--- src/rtl/mmul_pkg.sv ---
// Shared types and default sizes for the matrix-vector multiplier and its loader.
package mmul_pkg;

  typedef enum logic [2:0] {
    IDLE  = 3'd0,
    REQ   = 3'd1,
    WAIT  = 3'd2,
    WRITE = 3'd3,
    DONE  = 3'd4
  } state_t;

  localparam int MMUL_DATA_WIDTH = 8;
  localparam int MMUL_N          = 8;
  localparam int MMUL_M          = 8;

  // Counter width for a count that runs 0..n-1, never narrower than one bit.
  function automatic int cnt_width(input int n);
    return (n > 1) ? $clog2(n) : 1;
  endfunction

endpackage

--- src/rtl/mmul_row_unpacker.sv ---
// Holds one fetched row word and hands out its elements MSB-first, one per advance.
module mmul_row_unpacker
  import mmul_pkg::*;
#(
  parameter int DATA_WIDTH = MMUL_DATA_WIDTH,
  parameter int N          = MMUL_N
) (
  input  logic                    i_clk,
  input  logic                    i_rst,
  input  logic                    i_load,
  input  logic                    i_advance,
  input  logic [DATA_WIDTH*N-1:0] i_word,
  output logic [DATA_WIDTH-1:0]   o_elem,
  output logic                    o_last
);

  localparam int EW = cnt_width(N);

  logic [DATA_WIDTH*N-1:0] word_p0;
  logic [EW-1:0]           elem_p0;

  // Load a whole row, then shift left one element per advance so the current element is always at the top.
  always_ff @(posedge i_clk) begin
    if (i_rst) begin
      word_p0 <= '0;
      elem_p0 <= '0;
    end else if (i_load) begin
      word_p0 <= i_word;
      elem_p0 <= '0;
    end else if (i_advance) begin
      word_p0 <= word_p0 << DATA_WIDTH;
      elem_p0 <= elem_p0 + 1'b1;
    end
  end

  assign o_elem = word_p0[DATA_WIDTH*N-1 -: DATA_WIDTH];
  assign o_last = (elem_p0 == EW'(N - 1));

endmodule

--- src/rtl/mmul_loader.sv ---
// Fetches M matrix rows plus one vector row from memory and streams their elements
// into the per-row A FIFOs and the B FIFO, then pulses o_done.
// Optional build macro MMUL_LOADER_PERF_EN adds the o_stall_cycles counter port.
module mmul_loader
  import mmul_pkg::*;
#(
  parameter int DATA_WIDTH = MMUL_DATA_WIDTH,
  parameter int N          = MMUL_N,
  parameter int M          = MMUL_M,
  parameter int ADDR_WIDTH = 32
) (
  input  logic                    i_clk,
  input  logic                    i_rst,
  input  logic                    i_start,
  input  logic [ADDR_WIDTH-1:0]   i_base_addr,
  output logic                    o_busy,
  output logic                    o_done,
  output logic [ADDR_WIDTH-1:0]   o_address,
  output logic                    o_read,
  input  logic                    i_waitrequest,
  input  logic [DATA_WIDTH*N-1:0] i_readdata,
  input  logic                    i_readdatavalid,
  output logic                    o_a_wren [M],
  input  logic                    i_a_full [M],
  output logic                    o_b_wren,
  input  logic                    i_b_full,
  output logic [DATA_WIDTH-1:0]   o_wdata
`ifdef MMUL_LOADER_PERF_EN
  ,
  output logic [31:0]             o_stall_cycles
`endif
);

  localparam int RW = $clog2(M + 1);

  state_t                  state_p0, state_nx;
  logic [ADDR_WIDTH-1:0]   addr_p0;
  logic [RW-1:0]           row_p0;
  logic                    last_row;
  logic                    tgt_full;
  logic                    wr_fire;
  logic                    rd_load;
  logic                    elem_last;
  logic [DATA_WIDTH-1:0]   elem;

  assign last_row = (row_p0 == RW'(M));
  assign wr_fire  = (state_p0 == WRITE) && !tgt_full;
  assign rd_load  = (state_p0 == WAIT) && i_readdatavalid;

  // Full flag of the FIFO that the current row feeds (row M is the B vector).
  always_comb begin
    tgt_full = i_b_full;
    for (int i = 0; i < M; i++)
      if (row_p0 == RW'(i)) tgt_full = i_a_full[i];
  end

  // State register.
  always_ff @(posedge i_clk) begin
    if (i_rst) state_p0 <= IDLE;
    else       state_p0 <= state_nx;
  end

  // Next-state decode; a single outstanding read per row.
  always_comb begin
    state_nx = state_p0;
    case (state_p0)
      IDLE:    if (i_start) state_nx = REQ;
      REQ:     if (!i_waitrequest) state_nx = WAIT;
      WAIT:    if (i_readdatavalid) state_nx = WRITE;
      WRITE:   if (wr_fire && elem_last) state_nx = last_row ? DONE : REQ;
      DONE:    state_nx = IDLE;
      default: state_nx = IDLE;
    endcase
  end

  // Row index and read address; address arithmetic wraps at ADDR_WIDTH bits.
  always_ff @(posedge i_clk) begin
    if (i_rst) begin
      addr_p0 <= '0;
      row_p0  <= '0;
    end else if (state_p0 == IDLE && i_start) begin
      addr_p0 <= i_base_addr;
      row_p0  <= '0;
    end else if (wr_fire && elem_last && !last_row) begin
      addr_p0 <= addr_p0 + 1'b1;
      row_p0  <= row_p0 + 1'b1;
    end
  end

  mmul_row_unpacker #(
    .DATA_WIDTH (DATA_WIDTH),
    .N          (N)
  ) u_unpacker (
    .i_clk     (i_clk),
    .i_rst     (i_rst),
    .i_load    (rd_load),
    .i_advance (wr_fire),
    .i_word    (i_readdata),
    .o_elem    (elem),
    .o_last    (elem_last)
  );

  assign o_busy    = (state_p0 != IDLE);
  assign o_done    = (state_p0 == DONE);
  assign o_read    = (state_p0 == REQ);
  assign o_address = addr_p0;
  assign o_wdata   = elem;
  assign o_b_wren  = wr_fire && last_row;

  // One-hot write enable toward the A FIFO selected by the current row.
  always_comb begin
    for (int i = 0; i < M; i++)
      o_a_wren[i] = wr_fire && (row_p0 == RW'(i));
  end

`ifdef MMUL_LOADER_PERF_EN
  logic [31:0] stall_p0;
  logic        stall_cyc;

  function automatic logic [31:0] sat_inc(input logic [31:0] v);
    return (v == '1) ? v : v + 32'd1;
  endfunction

  assign stall_cyc = ((state_p0 == REQ)   && i_waitrequest)    ||
                     ((state_p0 == WAIT)  && !i_readdatavalid) ||
                     ((state_p0 == WRITE) && tgt_full);

  // Saturating stall counter, cleared by an accepted start and frozen while idle.
  always_ff @(posedge i_clk) begin
    if (i_rst)                             stall_p0 <= '0;
    else if (state_p0 == IDLE && i_start)  stall_p0 <= '0;
    else if (stall_cyc)                    stall_p0 <= sat_inc(stall_p0);
  end

  assign o_stall_cycles = stall_p0;
`endif

endmodule

--- config.mk ---
export PLATFORM = sky130hd
export DESIGN_NAME = mmul_loader
export DESIGN_NICKNAME = d
export VERILOG_FILES = /design/src/rtl/mmul_pkg.sv /design/src/rtl/mmul_row_unpacker.sv /design/src/rtl/mmul_loader.sv
export SDC_FILE = /design/constraint.sdc
export NUM_CORES = 1
export LEC_CHECK = 0
export ABC_AREA = 1
export BUFFER_PORTS_ARGS = -buffer_cell sky130_fd_sc_hd__buf_2
export CAP_MARGIN = 20
export CORE_UTILIZATION = 56
export DETAILED_ROUTE_END_ITERATION = 6
export PLACE_DENSITY_LB_ADDON = 0.3
export SETUP_SLACK_MARGIN = 0.2
export SLEW_MARGIN = 20
export SYNTH_ARGS = -nofsm -noshare
export SYNTH_HDL_FRONTEND = slang
export SYNTH_SLANG_ARGS = --single-unit
--- constraint.sdc ---
create_clock -name i_clk -period 3.5 [get_ports i_clk]
set_input_delay 0.175 -clock i_clk [delete_from_list [all_inputs] [get_ports i_clk]]
set_output_delay 0.175 -clock i_clk [all_outputs]
set_load 0.05 [all_outputs]
### Yosys cells after proc, flatten, opt, wreduce, memory -nomap -nowiden

Index checks and enable logic that the tools add are counted.

| word-level totals | value |
|---|---|
| bits in registers | 106 |
| input bits | 110 |
| output and inout bits | 52 |
| word-level logic and storage cells | 67 |

| cells by class | value |
|---|---|
| add/sub/neg operators | 3 |
| equality and inequality tests | 17 |
| multiplexer cells | 18 |
| reductions and logical operators | 24 |

Operators by type and width:

| operator | number |
|---|---|
| 64-bit two-way mux | 2 |
| 32-bit two-way mux | 2 |
| 32-bit by 1-bit adder with 32-bit output, second input constant | 1 |
| 4-bit by 3-bit == test with 1-bit output, second input constant | 4 |
| 3-bit two-way mux | 5 |
| 1-bit logical AND | 14 |
| 3-bit case mux with 4 select lines | 1 |
| 4-bit by 2-bit == test with 1-bit output, second input constant | 2 |
| 1-bit two-way mux | 8 |
| 3-bit by 2-bit == test with 1-bit output, second input constant | 2 |
| 3-bit == test, second input constant | 2 |
| 2-bit != test, second input constant | 3 |
| 4-bit by 1-bit adder with 4-bit output, second input constant | 1 |
| 4-bit by 1-bit == test with 1-bit output, second input constant | 1 |
| 4-bit == test, second input constant | 1 |
| 4-bit logical NOT | 1 |
| 4-bit AND reduction | 1 |
| 2-bit nonzero test | 2 |
| 2-bit OR reduction | 2 |
| 3-bit by 1-bit adder with 3-bit output, second input constant | 1 |
| 3-bit by 1-bit == test with 1-bit output, second input constant | 1 |
| 3-bit logical NOT | 1 |
| 3-bit nonzero test | 1 |
| 1-bit logical NOT | 2 |
| 2-bit by 1-bit != test with 1-bit output, second input constant | 1 |

### Longest topological paths before layout

| depth | value |
|---|---|
| depth in word-level cells | 15 |
| depth in mapped cells | 17 |
| mapped depth without buffers | 17 |

### Modules after synthesis

A second synthesis with hierarchy kept.

| second synthesis, totals | value |
|---|---|
| cell total of the unflattened synthesis | 961 |
| area, all modules | 6,058.3 sq um |

Modules (own cells, without submodules):

| module | times used | cells an instance | area each (sq um) | seq. area each (sq um) |
|---|---|---|---|---|
| mmul_row_unpacker | 1 | 491 | 3,174.3 | 1,341.3 |
| mmul_loader | 1 | 470 | 2,884.0 | 780.7 |

### Worst setup path before layout

No wires, ideal clock.

| timing path | value |
|---|---|
| kind | register to register |
| start | register addr_p0[0], in the netlist o_address[0] |
| end | register addr_p0[26], in the netlist o_address[26] |
| library setup time | 0.118 ns |
| arrival | 2.306 ns |
| data required time | 3.382 ns |
| slack | 1.076 ns |
| stages on the path, launching flop included | 14 |
| path buffers | 0 |
| clock period less this slack | 2.424 ns |
| cell sequence | dfxtp_1 ha_1 nand3_1 inv_1 nand2_1 nor2_1 nand2_1 nor2_2 nand2_1 nor2_1 nand2_1 xnor2_1 a22oi_1 nor2_1 |

| between the ends | value |
|---|---|
| cells in the longest elaborated chain, start to end | 3 |

Ends and longest elaborated chain:

| element | RTL line | source |
|---|---|---|
| start: declaration | mmul_loader.sv:37 | `logic [ADDR_WIDTH-1:0] addr_p0;` |
| start signal: assignment | mmul_loader.sv:82 | `addr_p0 <= i_base_addr;` |
| start signal: assignment | mmul_loader.sv:85 | `addr_p0 <= addr_p0 + 1'b1;` |
| 32-bit by 1-bit adder with 32-bit output | mmul_loader.sv:85 |  |
| 32-bit two-way mux | mmul_loader.sv:84 | `end else if (wr_fire && elem_last && !last_row) begin` |
| 32-bit two-way mux | mmul_loader.sv:81 | `end else if (state_p0 == IDLE && i_start) begin` |

No other way between the ends. The select of a mux whose other input is x is not followed.
A chain may end at the register's enable or synchronous reset.

==> summary.txt <==
Pwr
  – Pwr Density: 648.4 nW/um^2
  – VDD IR max: 0.4436 mV
  – Leakage: 0.002881 uW

CTS
  – Post-CTS setup buffer count: 0
  – CTS sink cnt: 106
  – H-tree levels: 3
  – Root Buffer: clkbuf_8
  – Total CTS buffers: 9
  – CTS tree: yes
  – Clock Latency Late Sink: 380 ps
  – Worst-path clk slew: 110 ps
  – Cts hold-fix bufs: 0
  – Post_cts resized: 0
  – Clk buf depth: 2

STA
  – Skew final: 18.19 ps
  – Final Slew Violations: 0
  – Min cycle time layout: 2653 ps
  – Least-Margin Pin Slew: 769.8 ps
  – Hold_ws: 35.69 ps
  – Tcrit/Tclk final: 0.7580
  – Final Hold Viols: 0
  – RSZ-0062 raised after global routing: false
  – Setup TNS Final: 0 ps
  – Setup violators final: 0
  – Relative slew slack: 0.4862
  – Fmax: 376.9 MHz

Logic synthesis
  – Count leader, synth: nand2_1
  – Top cell type's share of synthesized area: 0.3861
  – Post-Syn Area: 5497 um^2
  – Synth Net Count: 926
  – EDFF count, synth: 0
  – Ys Warns: 0
  – Dominant synthesized flop cell: dfxtp_1
  – Netlist cell types: 32
  – Seq/Total Area, Yosys: 0.3861
  – Synth Register Bits: 106
  – Area contributors post-synth: dfxtp_1 (39%), nand2_1 (15%), nor2_1 (7.2%)
  – Syn Inst Count: 809
  – Synth cell count leaders: nand2_1 (217), dfxtp_1 (106), nor2_1 (106), inv_1 (50)
  – Syn avg cell area: 6.794 um^2
  – Synth area leader: dfxtp_1
  – Async S/R FF share, synth: 0

Global route
  – Gr ovfl total: 0
  – First-pass GRT wire length: 22080 um
  – Vias in the first global route: 4878
  – Initial antenna violation count: 0
  – Largest net degree at the start of global routing: 60
  – Global router's overall resource usage: 0.2669

Worst setup path
  – CP Capture Type: output pin
  – Critical path type: reg2out
  – Crit path max fanout: 19
  – Startpoint Class: register
  – Arr. time, crit path: 2480 ps
  – CP required: 3320 ps

Routing
  – Drt via density: 5.267
  – WL/cell: 12.54 um
  – Wirelength, routed: 13460 um
  – DRC: 0
  – Drt first pass iters: 5
  – Routed via count: 5651
  – Routed Antenna Nets: 0
  – DR iter-0 viols: 267

Floorplanning
  – I/O pin cnt: 162
  – Die Y: 101.1 um
  – Die width: 101.1 um
  – Area of the core: 9371 um^2
  – Area of the die: 10220 um^2
  – Num rows: 35
  – Initial core utilization: 0.5865

Cells and area
  – Fillers: 880
  – N_diodes: 0
  – Layout Nets: 1056
  – Non-Filler Instances: 1073
  – Storage element area: 2122 um^2
  – Synthesis-to-layout area growth: 18.07%
  – Multi-input logic area: 2922 um^2
  – Layout cells sized above 1: 0.2214

Run
  – Max Cap Viol: 0

Outcome
  – Status: finished clean

Place
  – IO Port Bufs: 161
  – Final HPWL DP: 9093 um
  – RePlAce Congestion: 0.9285
  – Cell Count Post-Placement: 1057

Hold path
  – Min-Delay Path Class: in2reg
## worst max-delay path, cell delays in order (launching register included)
cell and delay (ps):
dfxtp_1 410, inv_1 100, ha_1 230, nand2_1 90, nand2_1 50, nand3_1 60, nand3_1 60, nand2_1 60
nand2_1 50, nand2_1 60, nand2_2 70, a21oi_4 440, nand2_1 90, inv_1 70, buf_2 250
## area by class of cell
type                       instances  area share
clock buffer                       9     0.01909
clock inverter                     7     0.01234
inverter                          52     0.03008
multi-input combinational        600      0.4502
sequential                       106      0.3270
tap                              129     0.02487
timing repair buffer             170      0.1365
## stage by stage
step | cell area, um^2 | total power (uW) | utilization | setup slack, ps
after CTS | 6490 | 4210 | 0.6925 | 804.4
after global placement | 6266 | 3408 | 0.6686 | 775.2
after floorplan | 5497 | 3052 | - | 1076
after detailed placement | 6286 | 3455 | 0.6708 | 965.5
after global routing | 6490 | 4471 | 0.6925 | 591.2
final | 6490 | 4208 | 0.6925 | 847.0
## sequential cells by signal, indices dropped and copies added, names as in the netlist
signal	cells
o_address	32
row_p0	4
u_unpacker.word_p0	64
u_unpacker.elem_p0	3
state_p0	3
## cell families (layout without fill, tap and decap cells)
| family | Yosys count | count (layout) | share of synthesized area |
|---|---|---|---|
| and+or+nand+nor | 422 | 422 | 0.3212 |
| adders and majority gates | 7 | 7 | 0.01593 |
| buffers and inverters | 103 | 238 | 0.08377 |
| DFF | 106 | 106 | 0.3861 |
| xor gates and xnor gates | 23 | 23 | 0.03665 |
| AOI/OAI and AO/OA | 148 | 148 | 0.1564 |
## placed cells by master, fill, tap and decap left out, types with 25 or more instances in the layout
cell and instances:
a22oi_1 25, o21ai_0 48, inv_1 50, a31oi_1 26
nor2_1 105, nand2_1 217, buf_2 161, a21oi_1 43
nand3_1 48, dfxtp_1 106
## routing by layer
layer	global-route usage	part of all wire	vias to the layer above
li1	-	-	2907
met1	0.3638	0.47	2527
met2	0.4422	0.46	199
met3	0.02358	0.058	18
met4	0.09365	0.017	0
met5	0	0	-
## final timing paths
kind / startpoint / end / slack [ps] / cells after the start
setup / recovery: row_p0[0] / o_a_wren[0] / 850 / 14
hold / removal: i_readdata[1] / u_unpacker.word_p0[1] / 40 / 3
setup reg to reg: row_p0[0] / u_unpacker.word_p0[14] / 960 / 14
hold reg to reg: u_unpacker.word_p0[2] / u_unpacker.word_p0[2] / 470 / 2
## report_power, final
part,internal [uW],switching (uW)
Clock,286,477
Sequential,1440,236
Combinational,509,1260
No activity file was read; power rests on OpenSTA's default activity.
